### config.mk
export PLATFORM = sky130hd
export DESIGN_NAME = host_cmd
export DESIGN_NICKNAME = d
export VERILOG_FILES = /design/src/rtl/host_link_pkg.sv /design/src/rtl/host_rsp_timer.sv /design/src/rtl/host_cmd.sv
export SDC_FILE = /design/constraint.sdc
export NUM_CORES = 1
export LEC_CHECK = 0
export CORE_ASPECT_RATIO = 0.9
export CORE_UTILIZATION = 40
export DETAILED_ROUTE_END_ITERATION = 7
export GPL_TIMING_DRIVEN = 0
export PLACE_DENSITY = 0.65
export SYNTH_ARGS = -nofsm -noshare
export SYNTH_HDL_FRONTEND = slang
export SYNTH_HIERARCHICAL = 1
export SYNTH_SLANG_ARGS = --single-unit
### constraint.sdc
create_clock -name clk -period 3.4 [get_ports clk]
set_clock_uncertainty 0.1 [all_clocks]
set_input_delay 0.51 -clock clk [delete_from_list [all_inputs] [get_ports clk]]
set_output_delay 0.51 -clock clk [all_outputs]
set_load 0.005 [all_outputs]
### src/rtl/host_link_pkg.sv
// host_link_pkg
// Shared definitions for the host <-> FPGA multiply/accumulate UART link:
// opcode values (also used by the FPGA-side command decoder), frame lengths,
// response length, host_cmd state encoding and framing helpers.
package host_link_pkg;

  // Opcodes carried in the second frame byte
  localparam logic [2:0] OP_OUT_DATA1  = 3'd0;
  localparam logic [2:0] OP_OUT_DATA2  = 3'd1;
  localparam logic [2:0] OP_OUT_RES    = 3'd2;
  localparam logic [2:0] OP_OUT_RES_ADD = 3'd3;
  localparam logic [2:0] OP_LOAD_RES   = 3'd4;
  localparam logic [2:0] OP_MUL        = 3'd5;
  localparam logic [2:0] OP_MUL_ADD    = 3'd6;
  localparam logic [2:0] OP_NO_OP      = 3'd7;

  // Frame lengths in bytes: ADDR + opcode (+ 4 payload bytes)
  localparam int FRAME_LEN_DATA = 6;
  localparam int FRAME_LEN_CTRL = 2;

  // Response length of the result-read opcodes; fixed by the protocol
  localparam int RSP_BYTES = 16;

  // host_cmd state encoding
  localparam logic [2:0] ST_IDLE = 3'd0;
  localparam logic [2:0] ST_SEND = 3'd1;
  localparam logic [2:0] ST_GAP  = 3'd2;
  localparam logic [2:0] ST_RESP = 3'd3;
  localparam logic [2:0] ST_DONE = 3'd4;

  // Command as latched on accept
  typedef struct packed {
    logic [2:0]  op;
    logic [31:0] data;
  } cmd_t;

  function automatic logic op_has_data(input logic [2:0] op);
    return (op == OP_OUT_DATA1) || (op == OP_OUT_DATA2);
  endfunction

  function automatic logic op_has_rsp(input logic [2:0] op);
    return (op == OP_OUT_RES) || (op == OP_OUT_RES_ADD);
  endfunction

  // Index of the final byte of the frame for this opcode
  function automatic logic [2:0] frame_last_idx(input logic [2:0] op);
    return op_has_data(op) ? 3'(FRAME_LEN_DATA - 1) : 3'(FRAME_LEN_CTRL - 1);
  endfunction

  // Byte idx of the frame: ADDR, {5'b0, op}, data MSB first
  function automatic logic [7:0] frame_byte(input logic [7:0] addr,
                                            input cmd_t cmd,
                                            input logic [2:0] idx);
    logic [7:0] b;
    b = cmd.data[7:0];
    case (idx)
      3'd0:    b = addr;
      3'd1:    b = {5'b0, cmd.op};
      3'd2:    b = cmd.data[31:24];
      3'd3:    b = cmd.data[23:16];
      3'd4:    b = cmd.data[15:8];
      default: b = cmd.data[7:0];
    endcase
    return b;
  endfunction

endpackage

### src/rtl/host_rsp_timer.sv
// host_rsp_timer
// Response inactivity timer: a down-counter reloaded to TIMEOUT-1 by restart
// and decremented while enable is high. expired is high once the count has
// run down to zero, i.e. after TIMEOUT enabled cycles without a restart.
// Ports:
//   clk, nRst  clock, asynchronous active-low reset
//   restart    reload the counter (takes priority over enable)
//   enable     count down this cycle
//   expired    count is zero
module host_rsp_timer #(
  parameter int TIMEOUT = 50000
) (
  input  logic clk,
  input  logic nRst,
  input  logic restart,
  input  logic enable,
  output logic expired
);

  localparam int W = (TIMEOUT > 1) ? $clog2(TIMEOUT) : 1;
  localparam logic [W-1:0] LOAD = W'(TIMEOUT - 1);

  logic [W-1:0] count_reg;

  always_ff @(posedge clk or negedge nRst) begin
    if (!nRst) begin
      count_reg <= '0;
    end else if (restart) begin
      count_reg <= LOAD;
    end else if (enable && (count_reg != '0)) begin
      count_reg <= count_reg - W'(1);
    end
  end

  assign expired = (count_reg == '0);

endmodule

### src/rtl/host_cmd.sv
// host_cmd
// Host-side command initiator. Accepts a command from local logic, frames it
// as ADDR, {5'b0, op} and, for data opcodes, 4 payload bytes MSB first on
// the UART tx byte interface. Result-read opcodes then collect a 16-byte
// response from the UART rx byte interface, guarded by an inactivity timeout.
// Ports:
//   clk, nRst              clock, asynchronous active-low reset
//   cmd_valid/cmd_ready    command handshake (ready only in IDLE)
//   cmd_op, cmd_data       opcode and payload, latched on accept
//   tx_data, tx_send       byte + one-cycle strobe to the uart transmitter
//   tx_busy                uart transmitter busy
//   rx_data, rx_valid      received byte + one-cycle strobe
//   cmd_done               one-cycle completion pulse
//   rsp_timeout            with cmd_done: response incomplete
//   rsp_data               with cmd_done: response, first byte in [127:120]
module host_cmd #(
  parameter logic [7:0] ADDR      = 8'h00,
  parameter int         TIMEOUT   = 50000,
  parameter int         RSP_BYTES = 16
) (
  input  logic         clk,
  input  logic         nRst,
  input  logic         cmd_valid,
  output logic         cmd_ready,
  input  logic [2:0]   cmd_op,
  input  logic [31:0]  cmd_data,
  output logic [7:0]   tx_data,
  output logic         tx_send,
  input  logic         tx_busy,
  input  logic [7:0]   rx_data,
  input  logic         rx_valid,
  output logic         cmd_done,
  output logic         rsp_timeout,
  output logic [127:0] rsp_data
);

  import host_link_pkg::*;

  logic [2:0]   state_reg, state_next;
  cmd_t         cmd_reg;
  logic [2:0]   idx_reg;
  logic [3:0]   rsp_cnt_reg;
  logic [7:0]   tx_data_reg;
  logic         tx_send_reg;
  logic         cmd_done_reg;
  logic         rsp_timeout_reg;
  logic [127:0] rsp_data_reg;

  logic accept;
  logic frame_last;
  logic rsp_last;
  logic timer_restart;
  logic timer_expired;

  assign cmd_ready  = (state_reg == ST_IDLE);
  assign accept     = cmd_valid & cmd_ready;
  assign frame_last = (idx_reg == frame_last_idx(cmd_reg.op));
  assign rsp_last   = (rsp_cnt_reg == 4'(RSP_BYTES - 1));

  // The timer restarts as RESP is entered and on every received byte, so it
  // measures the gap before the first byte and between successive bytes.
  assign timer_restart = ((state_reg == ST_GAP) && frame_last && op_has_rsp(cmd_reg.op)) ||
                         ((state_reg == ST_RESP) && rx_valid);

  host_rsp_timer #(
    .TIMEOUT (TIMEOUT)
  ) u_timer (
    .clk     (clk),
    .nRst    (nRst),
    .restart (timer_restart),
    .enable  (state_reg == ST_RESP),
    .expired (timer_expired)
  );

  always_comb begin
    state_next = state_reg;
    case (state_reg)
      ST_IDLE: if (accept) state_next = ST_SEND;
      ST_SEND: if (!tx_busy) state_next = ST_GAP;
      ST_GAP: begin
        if (frame_last) begin
          state_next = op_has_rsp(cmd_reg.op) ? ST_RESP : ST_DONE;
        end else begin
          state_next = ST_SEND;
        end
      end
      ST_RESP: begin
        // A byte arriving in the expiry cycle wins over the timeout
        if (rx_valid) begin
          if (rsp_last) state_next = ST_DONE;
        end else if (timer_expired) begin
          state_next = ST_DONE;
        end
      end
      ST_DONE: state_next = ST_IDLE;
      default: state_next = ST_IDLE;
    endcase
  end

  always_ff @(posedge clk or negedge nRst) begin
    if (!nRst) begin
      state_reg       <= ST_IDLE;
      cmd_reg         <= '0;
      idx_reg         <= '0;
      rsp_cnt_reg     <= '0;
      tx_data_reg     <= '0;
      tx_send_reg     <= 1'b0;
      cmd_done_reg    <= 1'b0;
      rsp_timeout_reg <= 1'b0;
      rsp_data_reg    <= '0;
    end else begin
      state_reg    <= state_next;
      tx_send_reg  <= 1'b0;
      // DONE lasts exactly one cycle, so this yields a one-cycle pulse
      cmd_done_reg <= (state_next == ST_DONE);
      case (state_reg)
        ST_IDLE: begin
          if (accept) begin
            cmd_reg         <= '{op: cmd_op, data: cmd_data};
            idx_reg         <= '0;
            rsp_cnt_reg     <= '0;
            rsp_data_reg    <= '0;
            rsp_timeout_reg <= 1'b0;
          end
        end
        ST_SEND: begin
          if (!tx_busy) begin
            tx_send_reg <= 1'b1;
            tx_data_reg <= frame_byte(ADDR, cmd_reg, idx_reg);
          end
        end
        ST_GAP: begin
          if (!frame_last) idx_reg <= idx_reg + 3'd1;
        end
        ST_RESP: begin
          if (rx_valid) begin
            rsp_data_reg <= {rsp_data_reg[119:0], rx_data};
            rsp_cnt_reg  <= rsp_cnt_reg + 4'd1;
          end else if (timer_expired) begin
            rsp_timeout_reg <= 1'b1;
          end
        end
        default: ;
      endcase
    end
  end

  assign tx_data     = tx_data_reg;
  assign tx_send     = tx_send_reg;
  assign cmd_done    = cmd_done_reg;
  assign rsp_timeout = rsp_timeout_reg;
  assign rsp_data    = rsp_data_reg;

endmodule

# Word level (Yosys, flattened, before mapping)
# Index checks and enable logic that the tools add are counted.
[op_classes] muxes=27 n_eq_ne=18 n_addsub=3 bitwise=2 n_reduce_logical=20
[op_table] op="128-bit 2-to-1 mux" count=2
[op_table] op="128-bit case mux with 2 select lines" count=1
[op_table] op="8-bit case mux with 5 select lines" count=1
[op_table] op="16-bit 2-to-1 mux" count=2
[op_table] op="3-bit 2-to-1 mux" count=10
[op_table] op="3-bit by 2-bit == test with 1-bit output, second input constant" count=6
[op_table] op="16-bit zero test" count=1
[op_table] op="16-bit nonzero test" count=1
[op_table] op="16-bit by 1-bit subtractor with 16-bit output, second input constant" count=1
[op_table] op="3-bit case mux with 4 select lines" count=1
[op_table] op="3-bit by 1-bit == test with 1-bit output, second input constant" count=3
[op_table] op="3-bit zero test" count=3
[op_table] op="4-bit 2-to-1 mux" count=2
[op_table] op="2-bit != test, second input constant" count=4
[op_table] op="4-bit case mux with 2 select lines" count=1
[op_table] op="3-bit == test, second input constant" count=2
[op_table] op="3-bit case mux with 2 select lines" count=1
[op_table] op="3-bit AND reduction" count=2
[op_table] op="2-bit nonzero test" count=3
[op_table] op="1-bit 2-to-1 mux" count=5
[op_table] op="4-bit by 1-bit adder with 4-bit output, second input constant" count=1
[op_table] op="4-bit == test, second input constant" count=1
[op_table] op="1-bit logical AND" count=4
[op_table] op="2-bit AND reduction" count=2
[op_table] op="8 further kinds" count=10
[totals] regBits=200 inputBits=48 elab_cells=81 out_inout_bits=140

# Logic depth before layout (Yosys ltp)
# Gate-level depths: netlist of run 1.
[depth] ltp_word=8 depth_mapped=9 mapped_depth_nobuf=8

# Modules after synthesis
# Netlist of run 1, hierarchy kept.
[modules_own_cells] mod="host_cmd" seq_area_each_um2=4604.4 cells_per_inst=503 n_inst=1 area_per_inst_um2=7120.6
[modules_own_cells] mod="host_rsp_timer" seq_area_each_um2=400.4 cells_per_inst=96 n_inst=1 area_per_inst_um2=964.7

# Least setup slack after synthesis of run 1
# Ideal clock, no wire load.
[synth_path] path_type="register to register" start="register idx_reg[1]" end="register u_timer.count_reg[0]" setup_time_ps=79 slack_ps=1081 t_arrival_ps=2140 stages_incl_launch_ff=10 t_required_ps=3221 cell_sequence="dfrtp_1 > inv_1 > ha_1 > nand2b_1 > or4b_1 > a21oi_1 > clkbuf_1 > clkbuf_1 > nor2_1 > mux2i_1"
[synth_between] elab_chain_len=5
[synth_lines] item="from (decl)" line_no="host_cmd.sv:41" source="logic [2:0] idx_reg;"
[synth_lines] item="from (signal assigned)" line_no="host_cmd.sv:133" source="if (!frame_last) idx_reg <= idx_reg + 3'd1;"
[synth_lines] item="3-bit == test (*)" line_no="host_cmd.sv:57" source="assign frame_last = (idx_reg == frame_last_idx(cmd_reg.op));"
[synth_lines] item="1-bit logical AND (*) (2 in series)" line_no="host_cmd.sv:62" source="assign timer_restart = ((state_reg == ST_GAP) && frame_last && op_has_rsp(cmd_reg.op)) ||"
[synth_lines] item="1-bit logical OR (*)" line_no="host_cmd.sv:62"
[synth_lines] item="named net timer_restart" line_no="host_cmd.sv:52" source="logic timer_restart;"
[synth_lines] item="16-bit 2-to-1 mux or 2-bit nonzero test (tied branches)"
[synth_lines] item="to (signal assigned)" line_no="host_rsp_timer.sv:31" source="count_reg <= count_reg - W'(1);"
[synth_lines] item="to (decl)" line_no="host_rsp_timer.sv:23" source="logic [W-1:0] count_reg;"
# The timed path passes the listed nets; every way through them passes the cells marked *.
# A chain may end at the register's enable or synchronous reset.

# Worst setup path after layout of run 1
# Same ends and word-level chain as after synthesis.

==> impl_metrics.env, run 1 <==
export IMPL_status="finished, violations left"
export IMPL_violations="negative hold slack"
export IMPL_dr_pass1_iters=4
export IMPL_hold_viol_final=13
export IMPL_cellPowerDensity_nw_per_um2=726
export IMPL_synth_compound_area_frac=0.195
export IMPL_vias=5862
export IMPL_drtAntennaViolNets=0
export IMPL_finalMaxSlewViolations=0
export IMPL_numClockSinks=200
export IMPL_fp_dieW_um=152
export IMPL_synth_mux_area_frac=0.0604
export IMPL_grt_pass1_wl_mm=33.1
export IMPL_die_y_um=137
export IMPL_p_leak_nw=4.76
export IMPL_clk_pin_slew_ns=0.08
export IMPL_synth_cell_type_count=64
export IMPL_start_kind="flip-flop"
export IMPL_relSlewSlack=0.510
export IMPL_numPortBuffers=187
export IMPL_synth_edf_count=0
export IMPL_fin_util=0.560
export IMPL_place_inst=1037
export IMPL_synth_top_family_by_area="compound AO/OA/AOI/OAI gates"
export IMPL_place_detailed_hpwl_mm=14.9
export IMPL_ir_worst_vdd_uv=392
export IMPL_end_kind="flip-flop"
export IMPL_post_route_period_util=0.820
export IMPL_fin_crit_ns=2.79
export IMPL_clkPwrFrac=0.251
export IMPL_cts_setup_buffers=0
export IMPL_rr_worst_depth=9
export IMPL_numCtsBuffers=17
export IMPL_netlist_area_um2=8090
export IMPL_htreeDepth=4
export IMPL_ys_ff_latch=200
export IMPL_combPwrFrac=0.321
export IMPL_synth_xor_area_frac=0.00325
export IMPL_intPower_mw=5.25
export IMPL_ios=188
export IMPL_ys_seq_area_frac=0.619
export IMPL_min_path_type="input pin to async pin"
export IMPL_fillCellCount=1630
export IMPL_grt_use_total=0.203
export IMPL_largest_register_ffs=128
export IMPL_required_ns=3.65
export IMPL_ctsHoldBuffers=0
export IMPL_max_freq_mhz=359
export IMPL_clk_latency_ns=0.43
export IMPL_grt_max_degree=108
export IMPL_drc=0
export IMPL_ys_flop_type="dfrtp_1"
export IMPL_place_congestion=0.819
export IMPL_rsz0062_at_grt="false"
export IMPL_viasPerCell=5.48
export IMPL_wl_per_cell_um=19.4
export IMPL_initial_core_util=0.416
export IMPL_final_nets=861
export IMPL_root_buffer="clkbuf_16"
export IMPL_cts_resized=0
export IMPL_synth_fa_ha_area_frac=0.0108
export IMPL_swShare=0.337
export IMPL_syn_nets=654
export IMPL_worstPathMaxFanout=10
export IMPL_drive_above_1_share=0.159
export IMPL_syn_avg_cell_area_um2=13.5
export IMPL_p_seq_frac=0.428
export IMPL_drv_cap=0
export IMPL_drtIter0Drc=332
export IMPL_antenna_diode_count=0
export IMPL_grt_pass1_vias=6036
export IMPL_whs_ns=-0.0293
export IMPL_grt_ovfl_total=0
export IMPL_path_class="flip-flop to flip-flop"
export IMPL_post_place_ws_ns=0.667
export IMPL_final_cells=1069
export IMPL_final_setup_viol_count=0
export IMPL_p_sw_mw=2.66
export IMPL_tritoncts="done"
export IMPL_row_count=48
export IMPL_placeableCoreArea_um2=19500
export IMPL_async_flop_share=1.00
export IMPL_layout_commonest_cell="dfrtp_1"
export IMPL_layout_common_cells="200 x dfrtp_1, 186 x clkdlybuf4s50_1, 130 x a22o_1, 37 x mux2_2, 27 x buf_2"
export IMPL_cp_arrival_ns=3.03
export IMPL_worstMarginPinSlew_ns=0.735
export IMPL_clock_path_buffers=2
export IMPL_drt_wl_total_mm=20.8
export IMPL_area_growth_pct=34.8
export IMPL_yosysWarnings=6
export IMPL_yosys_area_share_simple=0.0747
export IMPL_grt_antenna_before_repair=0
export IMPL_dieArea_um2=20800
export IMPL_synthCells=599
export IMPL_fin_ws_ns=0.614
==> layer usage <==
metal | vias up | GRT usage | routed length, um
met5 | - | 0 | 0
met4 | 0 | 0.0589 | 276
met3 | 16 | 0.0674 | 1390
met2 | 155 | 0.310 | 9620
met1 | 3001 | 0.275 | 9480
li1 | 2690 | - | -
==> per-stage QoR <==
stage / instance area (um^2) / power, mW / TNS (ns)
2_1_floorplan: 8090 / 4.75 / 0
3_3_place_gp: 10300 / 5.87 / -1236.07
3_5_place_dp: 10300 / 5.97 / 0
4_1_cts: 10900 / 7.98 / 0
5_1_grt: 10900 / 8.37 / 0
6_report: 10900 / 7.91 / 0
==> worst paths after layout <==
kind | start | to | slack (ns)
max in group asynchronous | nRst | rsp_data[87]$_DFFE_PN0P_ | 2.25
worst max register to register | idx_reg[1]$_DFFE_PN0P_ | u_timer/count_reg[0]$_DFFE_PN0P_ | 0.61
min in group clk | tx_data[1]$_DFFE_PN0P_ | tx_data[1]$_DFFE_PN0P_ | 0.39
worst min register to register | tx_data[1]$_DFFE_PN0P_ | tx_data[1]$_DFFE_PN0P_ | 0.39
worst max-delay path | idx_reg[1]$_DFFE_PN0P_ | u_timer/count_reg[0]$_DFFE_PN0P_ | 0.61
worst min-delay path | nRst | tx_data[5]$_DFFE_PN0P_ | -0.03
==> power groups by stage <==
stage	clock, mW	sequential, mW	combinational [mW]
after floorplan	0	3.31	1.44
after global placement	0	3.40	2.47
after detailed placement	0	3.42	2.55
after CTS	2.03	3.39	2.56
after global routing	2.12	3.46	2.79
final	1.98	3.39	2.54
==> cell usage after synthesis, types with 2 or more instances <==
master	n	area, um^2
dfrtp_1	200	5000
a22o_1	130	1140
mux2_2	37	417
buf_2	27	135
nand2_1	17	63.8
o21ai_0	15	75.1
nor2_1	13	48.8
o21ai_1	10	50.1
a21oi_1	9	45.0
inv_1	9	33.8
a32oi_1	8	70.1
clkbuf_1	8	30.0
nand3_1	8	40.0
ha_1	7	87.6
and3_1	6	37.5
buf_6	6	67.6
mux2i_1	6	60.1
nand4_1	5	31.3
nor2b_1	5	31.3
nor3_1	5	25.0
nor4_1	5	31.3
nand2b_1	4	25.0
a22oi_1	3	22.5
buf_4	3	22.5
nand3b_1	3	22.5
or3_2	3	22.5
or4_4	3	33.8
a211oi_1	2	15.0
nor4_2	2	25.0
o211ai_1	2	15.0
o31ai_1	2	15.0
or2_2	2	12.5
or3b_1	2	17.5
xor2_1	2	17.5
==> logic make-up (layout without fill, tap and decap cells) <==
kind of cell | Yosys count | after routing
buf+inv | 56 | 276
xor+xnor | 3 | 3
flops | 200 | 200
fa+ha+maj | 7 | 7
compound gates | 193 | 193
simple gates | 96 | 96
mux | 44 | 44
==> critical path, cell delays in order (launching register included) <==
cell and delay [ns]:
dfrtp_1 0.43, inv_1 0.10, ha_1 0.34, nand2b_1 0.12, or4b_1 0.51, a21oi_1 0.14, clkbuf_1 0.34, clkbuf_1 0.40
nor2_1 0.09, mux2i_1 0.13
==> layout make-up <==
cell class | instances | area, um^2 | area share
Buffer | 46 | 264 | 0.0242
Clock buffer | 18 | 439 | 0.0403
Clock inverter | 14 | 154 | 0.0141
Inverter | 10 | 37.5 | 0.00345
Multi-Input combinational cell | 343 | 2780 | 0.255
Sequential cell | 200 | 5000 | 0.459
Tap cell | 250 | 313 | 0.0287
Timing Repair Buffer | 188 | 1900 | 0.175
No activity file was read; power rests on OpenSTA's default activity.
==> inputs of run 2 (changes only) <==
clock period = 2.7 ns   (was 3.4 ns; I/O delays follow)
==> run 2 against run 1 <==
  * The flow now finishes without violations
  * Clock power increased by 26%
  * Setup slack got worse by 0.44 ns
  * Die area is the same
  * Wire length is essentially flat
  * Total power is 26% higher
  * Cell count about the same
  * Clock-buffer cell count stayed put
  * Critical path type unchanged
==> impl_metrics.env, run 2 (synthesized netlist as in run 1, its figures left out) <==
export IMPL_row_count=48
export IMPL_final_cells=1070
export IMPL_htreeDepth=4
export IMPL_initial_core_util=0.416
export IMPL_min_path_type="flip-flop to flip-flop"
export IMPL_grt_pass1_wl_mm=33.1
export IMPL_whs_endpoint="tx_data[1]$_DFFE_PN0P_"
export IMPL_numClockSinks=200
export IMPL_post_place_ws_ns=-0.0328
export IMPL_fin_crit_ns=2.53
export IMPL_fin_util=0.561
export IMPL_grt_max_degree=108
export IMPL_grt_use_total=0.203
export IMPL_numPortBuffers=187
export IMPL_die_y_um=137
export IMPL_worstMarginPinSlew_ns=0.719
export IMPL_final_nets=862
export IMPL_drtIter0Drc=331
export IMPL_cpPeakStageDelay_ns=0.51
export IMPL_layout_commonest_cell="dfrtp_1"
export IMPL_placeableCoreArea_um2=19500
export IMPL_rr_worst_depth=7
export IMPL_post_route_period_util=0.937
export IMPL_grt_pass1_vias=6038
export IMPL_post_dp_cell_area_um2=10300
export IMPL_clk_pin_slew_ns=0.08
export IMPL_area_growth_pct=34.9
export IMPL_final_setup_viol_count=0
export IMPL_grt_ovfl_total=0
export IMPL_vias=5872
export IMPL_place_congestion=0.819
export IMPL_path_depth=7
export IMPL_clk_latency_ns=0.43
export IMPL_dr_pass1_iters=4
export IMPL_fillCellCount=1628
export IMPL_start_kind="flip-flop"
export IMPL_cts_setup_buffers=0
export IMPL_ios=188
export IMPL_place_inst=1037
export IMPL_power_mw=9.97
export IMPL_drtAntennaViolNets=0
export IMPL_numCtsBuffers=17
export IMPL_ir_worst_vdd_uv=494
export IMPL_holdPathStages=2
export IMPL_multi_input_area_um2=2780
export IMPL_cellPowerDensity_nw_per_um2=914
export IMPL_regArea_um2=5000
export IMPL_layout_common_cells="200 x dfrtp_1, 186 x clkdlybuf4s50_1, 130 x a22o_1, 37 x mux2_2, 27 x buf_2"
export IMPL_wl_per_cell_um=19.4
export IMPL_drive_above_1_share=0.161
export IMPL_crit_top_cell="inv_1"
export IMPL_rsz0062_at_grt="false"
export IMPL_finalMaxSlewViolations=0
export IMPL_worstPathMaxFanout=10
export IMPL_antenna_diode_count=0
export IMPL_rr_endpoint="u_timer/count_reg[15]$_DFFE_PN0P_"
export IMPL_max_freq_mhz=395
export IMPL_path_class="flip-flop to flip-flop"
export IMPL_fp_dieW_um=152
export IMPL_viasPerCell=5.49
export IMPL_hold_viol_final=0
export IMPL_drv_cap=0
export IMPL_r2r_slack_ns=0.17
export IMPL_r2r_start="state_reg[1]$_DFF_PN0_"
export IMPL_hp_start="tx_data[1]$_DFFE_PN0P_"
export IMPL_drc=0
export IMPL_tns_ns=0
export IMPL_place_detailed_hpwl_mm=14.9
export IMPL_tritoncts="done"
export IMPL_crit_slowest_cell="or4_1"
export IMPL_p_leak_nw=4.77
export IMPL_cp_cell_sequence="buf_2 > nand3b_1 > inv_1 > inv_1 > or4_1 > o31a_2 > or3_1"
export IMPL_status="complete, no violations"
export IMPL_stdcell_area_um2=10900
export IMPL_fin_ws_ns=0.169
export IMPL_grt_antenna_before_repair=0
export IMPL_path_delay_family="simple AND/OR/NAND/NOR gates"
export IMPL_end_kind="flip-flop"
export IMPL_relSlewSlack=0.521
export IMPL_largest_register_ffs=128
export IMPL_clock_path_buffers=2
export IMPL_cp_arrival_ns=2.74
export IMPL_required_ns=2.91
export IMPL_root_buffer="clkbuf_16"
export IMPL_whs_ns=0.394
export IMPL_crit_buf_inv=3
export IMPL_drt_wl_total_mm=20.8
export IMPL_dieArea_um2=20800
run 2: cell count changes in the layout (fill, tap and decap cells not counted):
| cell | before | now |
|---|---|---|
| clkbuf_1 | 8 | 6 |
| clkbuf_2 | 1 | 3 |
| dlygate4sd3_1 | 0 | 1 |
run 2: worst max path at each step:
stage | from | slack (ns) | endpoint
after floorplan | idx_reg[1]$_DFFE_PN0P_ | 0.38 | u_timer/count_reg[0]$_DFFE_PN0P_
after global placement | nRst | -6.80 | rsp_data[61]$_DFFE_PN0P_
after detailed placement | idx_reg[1]$_DFFE_PN0P_ | -0.03 | u_timer/count_reg[0]$_DFFE_PN0P_
after CTS | idx_reg[1]$_DFFE_PN0P_ | 0.05 | u_timer/count_reg[1]$_DFFE_PN0P_
after global routing | state_reg[1]$_DFF_PN0_ | 0.002 | u_timer/count_reg[15]$_DFFE_PN0P_
final | state_reg[1]$_DFF_PN0_ | 0.17 | u_timer/count_reg[15]$_DFFE_PN0P_
run 2: area by class of cell:
class,instances,share of cell area
clock buffers,18,0.0403
well taps,250,0.0287
flip-flops and latches,200,0.459
plain buffers,46,0.0244
inverters,10,0.00344
multi-input cells,343,0.255
repair buffers,189,0.175
clock inverters,14,0.0141
run 2: tightest hold or removal path: stages (launching register included):
cell     delay, ns
dfrtp_1       0.35
nand2_1       0.05
o21ai_0       0.06
run 2: what timing repair did:
item | 4_1_cts | 5_1_grt
hold buffers | 1 | 0
endpoints found under the setup margin | 7 | 12
resized for setup | 1 | 2
endpoints found under the hold margin | 93 | 0
run 2: where the power goes:
part	total (mW)	internal [mW]	switching, mW
Sequential	4.27	3.69	0.576
Clock	2.50	1.26	1.24
Combinational	3.20	1.66	1.55
Total	9.97	6.61	3.36
run 2: per-layer routing:
metal	wire length (um)	vias up	global-route usage
met5	0	-	0
met1	9520	3005	0.275
li1	-	2698	-
met3	1310	16	0.0674
met2	9640	153	0.310
met4	294	0	0.0589
==> inputs of run 3 (changes only) <==
GPL_ROUTABILITY_DRIVEN = 0   (was default)
clock period = 2.4 ns   (was 2.7 ns; I/O delays follow)
==> run 3 against run 2 <==
  * Clock-buffer cell count is the same
  * Sequential cell count unchanged
  * Critical path depth is the same
  * Die area unchanged
  * Cell count increased by 0.28%
  * Sequential power grew 13%
  * Critical path type unchanged
  * Wire length is 0.50% higher
  * Largest power group unchanged
  * Global-route usage grew 0.12 points
  * Critical endpoint unchanged
  * Design area rose by 0.52%
  * Sequential share of layout area decreased by 0.22 points
==> impl_metrics.env, run 3 (synthesized netlist as in run 1, its figures left out) <==
export IMPL_root_buffer="clkbuf_16"
export IMPL_numCtsBuffers=17
export IMPL_initial_core_util=0.416
export IMPL_grt_use_total=0.204
export IMPL_worstMarginPinSlew_ns=0.723
export IMPL_p_sw_mw=3.79
export IMPL_largest_register_ffs=128
export IMPL_die_y_um=137
export IMPL_start_kind="flip-flop"
export IMPL_wl_per_cell_um=19.5
export IMPL_antenna_diode_count=0
export IMPL_drc=0
export IMPL_r2r_start="state_reg[0]$_DFF_PN0_"
export IMPL_required_ns=2.60
export IMPL_grt_pass1_vias=6067
export IMPL_final_setup_viol_count=0
export IMPL_drtAntennaViolNets=0
export IMPL_r2r_slack_ns=0.11
export IMPL_dieArea_um2=20800
export IMPL_cellPowerDensity_nw_per_um2=1030
export IMPL_p_leak_nw=4.79
export IMPL_row_count=48
export IMPL_ios=188
export IMPL_finalMaxSlewViolations=0
export IMPL_drtIter0Drc=335
export IMPL_numPortBuffers=187
export IMPL_fin_ws_ns=0.107
export IMPL_layout_commonest_cell="dfrtp_1"
export IMPL_drt_wl_total_mm=20.9
export IMPL_fp_dieW_um=152
export IMPL_path_class="flip-flop to flip-flop"
export IMPL_cp_arrival_ns=2.50
export IMPL_place_detailed_hpwl_mm=14.9
export IMPL_final_nets=865
export IMPL_htreeDepth=4
export IMPL_clk_latency_ns=0.43
export IMPL_fin_crit_ns=2.29
export IMPL_grt_antenna_before_repair=0
export IMPL_post_place_ws_ns=-0.333
export IMPL_rsz0062_at_grt="false"
export IMPL_vias=5893
export IMPL_p_seq_frac=0.427
export IMPL_end_kind="flip-flop"
export IMPL_dr_pass1_iters=4
export IMPL_clkPwrFrac=0.249
export IMPL_combPwrFrac=0.325
export IMPL_post_route_period_util=0.956
export IMPL_status="complete, no violations"
export IMPL_area_growth_pct=35.6
export IMPL_max_freq_mhz=436
export IMPL_whs_ns=0.393
export IMPL_grt_max_degree=108
export IMPL_swShare=0.337
export IMPL_worstPathMaxFanout=10
export IMPL_intPower_mw=7.48
export IMPL_relSlewSlack=0.518
export IMPL_clk_pin_slew_ns=0.07
export IMPL_drv_cap=0
export IMPL_clock_path_buffers=2
export IMPL_hp_start="tx_data[1]$_DFFE_PN0P_"
export IMPL_viasPerCell=5.49
export IMPL_drive_above_1_share=0.173
export IMPL_grt_ovfl_total=0
export IMPL_tritoncts="done"
export IMPL_numClockSinks=200
export IMPL_crit_start="state_reg[0]$_DFF_PN0_"
export IMPL_placeableCoreArea_um2=19500
export IMPL_min_path_type="flip-flop to flip-flop"
export IMPL_ir_worst_vdd_uv=556
export IMPL_hold_viol_final=0
export IMPL_grt_pass1_wl_mm=33.3
export IMPL_layout_common_cells="199 x dfrtp_1, 186 x clkdlybuf4s50_1, 130 x a22o_1, 37 x mux2_2, 26 x buf_2"
-- run 3: cell count changes in the layout (fill, tap and decap cells not counted), sizes merged --
cell / before / now
clkbuf: 27 / 25
buf: 39 / 44
-- run 3: repair_timing --
item	in CTS	in global routing
resized for setup	7	9
hold buffers	1	0
endpoints found under the setup margin	18	17
hold endpoints to repair	93	0
pin swaps	1	1
buffers inserted	2	1
-- run 3: metal layers --
layer	wire [um]	GRT usage
met1	9500	0.277
met2	9640	0.313
met3	1470	0.0674
met4	265	0.0589
met5	0	0
-- run 3: layout make-up --
type	instances	area, um^2
timing repair buffer	192	1940
clock buffer	18	439
clock inverter	14	154
multi-input combinational	343	2800
fill	1626	8490
inverter	10	37.5
buffer	46	274
tap	250	313
sequential	200	5010
-- run 3: path summary, 6_finish.rpt --
| kind | cells past startpoint | endpoint |
|---|---|---|
| max reg2reg | 7 | u_timer/count_reg[15]$_DFFE_PN0P_ |
| min in group asynchronous | 2 | tx_data[5]$_DFFE_PN0P_ |
| max in group asynchronous | 3 | rsp_data[87]$_DFFE_PN0P_ |
| min | 2 | tx_data[1]$_DFFE_PN0P_ |
| min reg2reg | 2 | tx_data[1]$_DFFE_PN0P_ |
| max | 7 | u_timer/count_reg[15]$_DFFE_PN0P_ |
-- run 3: critical path: stages (launching register included) --
cell      delay [ns]
dfrtp_1         0.43
buf_6           0.16
nand3b_1        0.14
inv_2           0.12
inv_1           0.08
or4_4           0.46
o31a_2          0.34
or3_1           0.34
-- run 3: per-stage QoR --
stage,util,power (mW),TNS [ns],area (um^2),cells
after floorplan,-,6.73,0,8090,599
after global placement,0.528,8.31,-1408.86,10300,1036
after detailed placement,0.529,8.45,-3.15,10300,1037
after CTS,0.562,11.3,0,10900,1072
after global routing,0.563,11.9,0,11000,1073
final,0.563,11.3,0,11000,1073
-- run 3: power by group through the flow --
stage / sequential [mW] / combinational (mW) / clock (mW)
floorplan: 4.69 / 2.04 / 0
global placement: 4.82 / 3.50 / 0
detailed placement: 4.85 / 3.61 / 0
CTS: 4.80 / 3.65 / 2.88
global route: 4.91 / 4.01 / 3.00
finish: 4.81 / 3.66 / 2.80
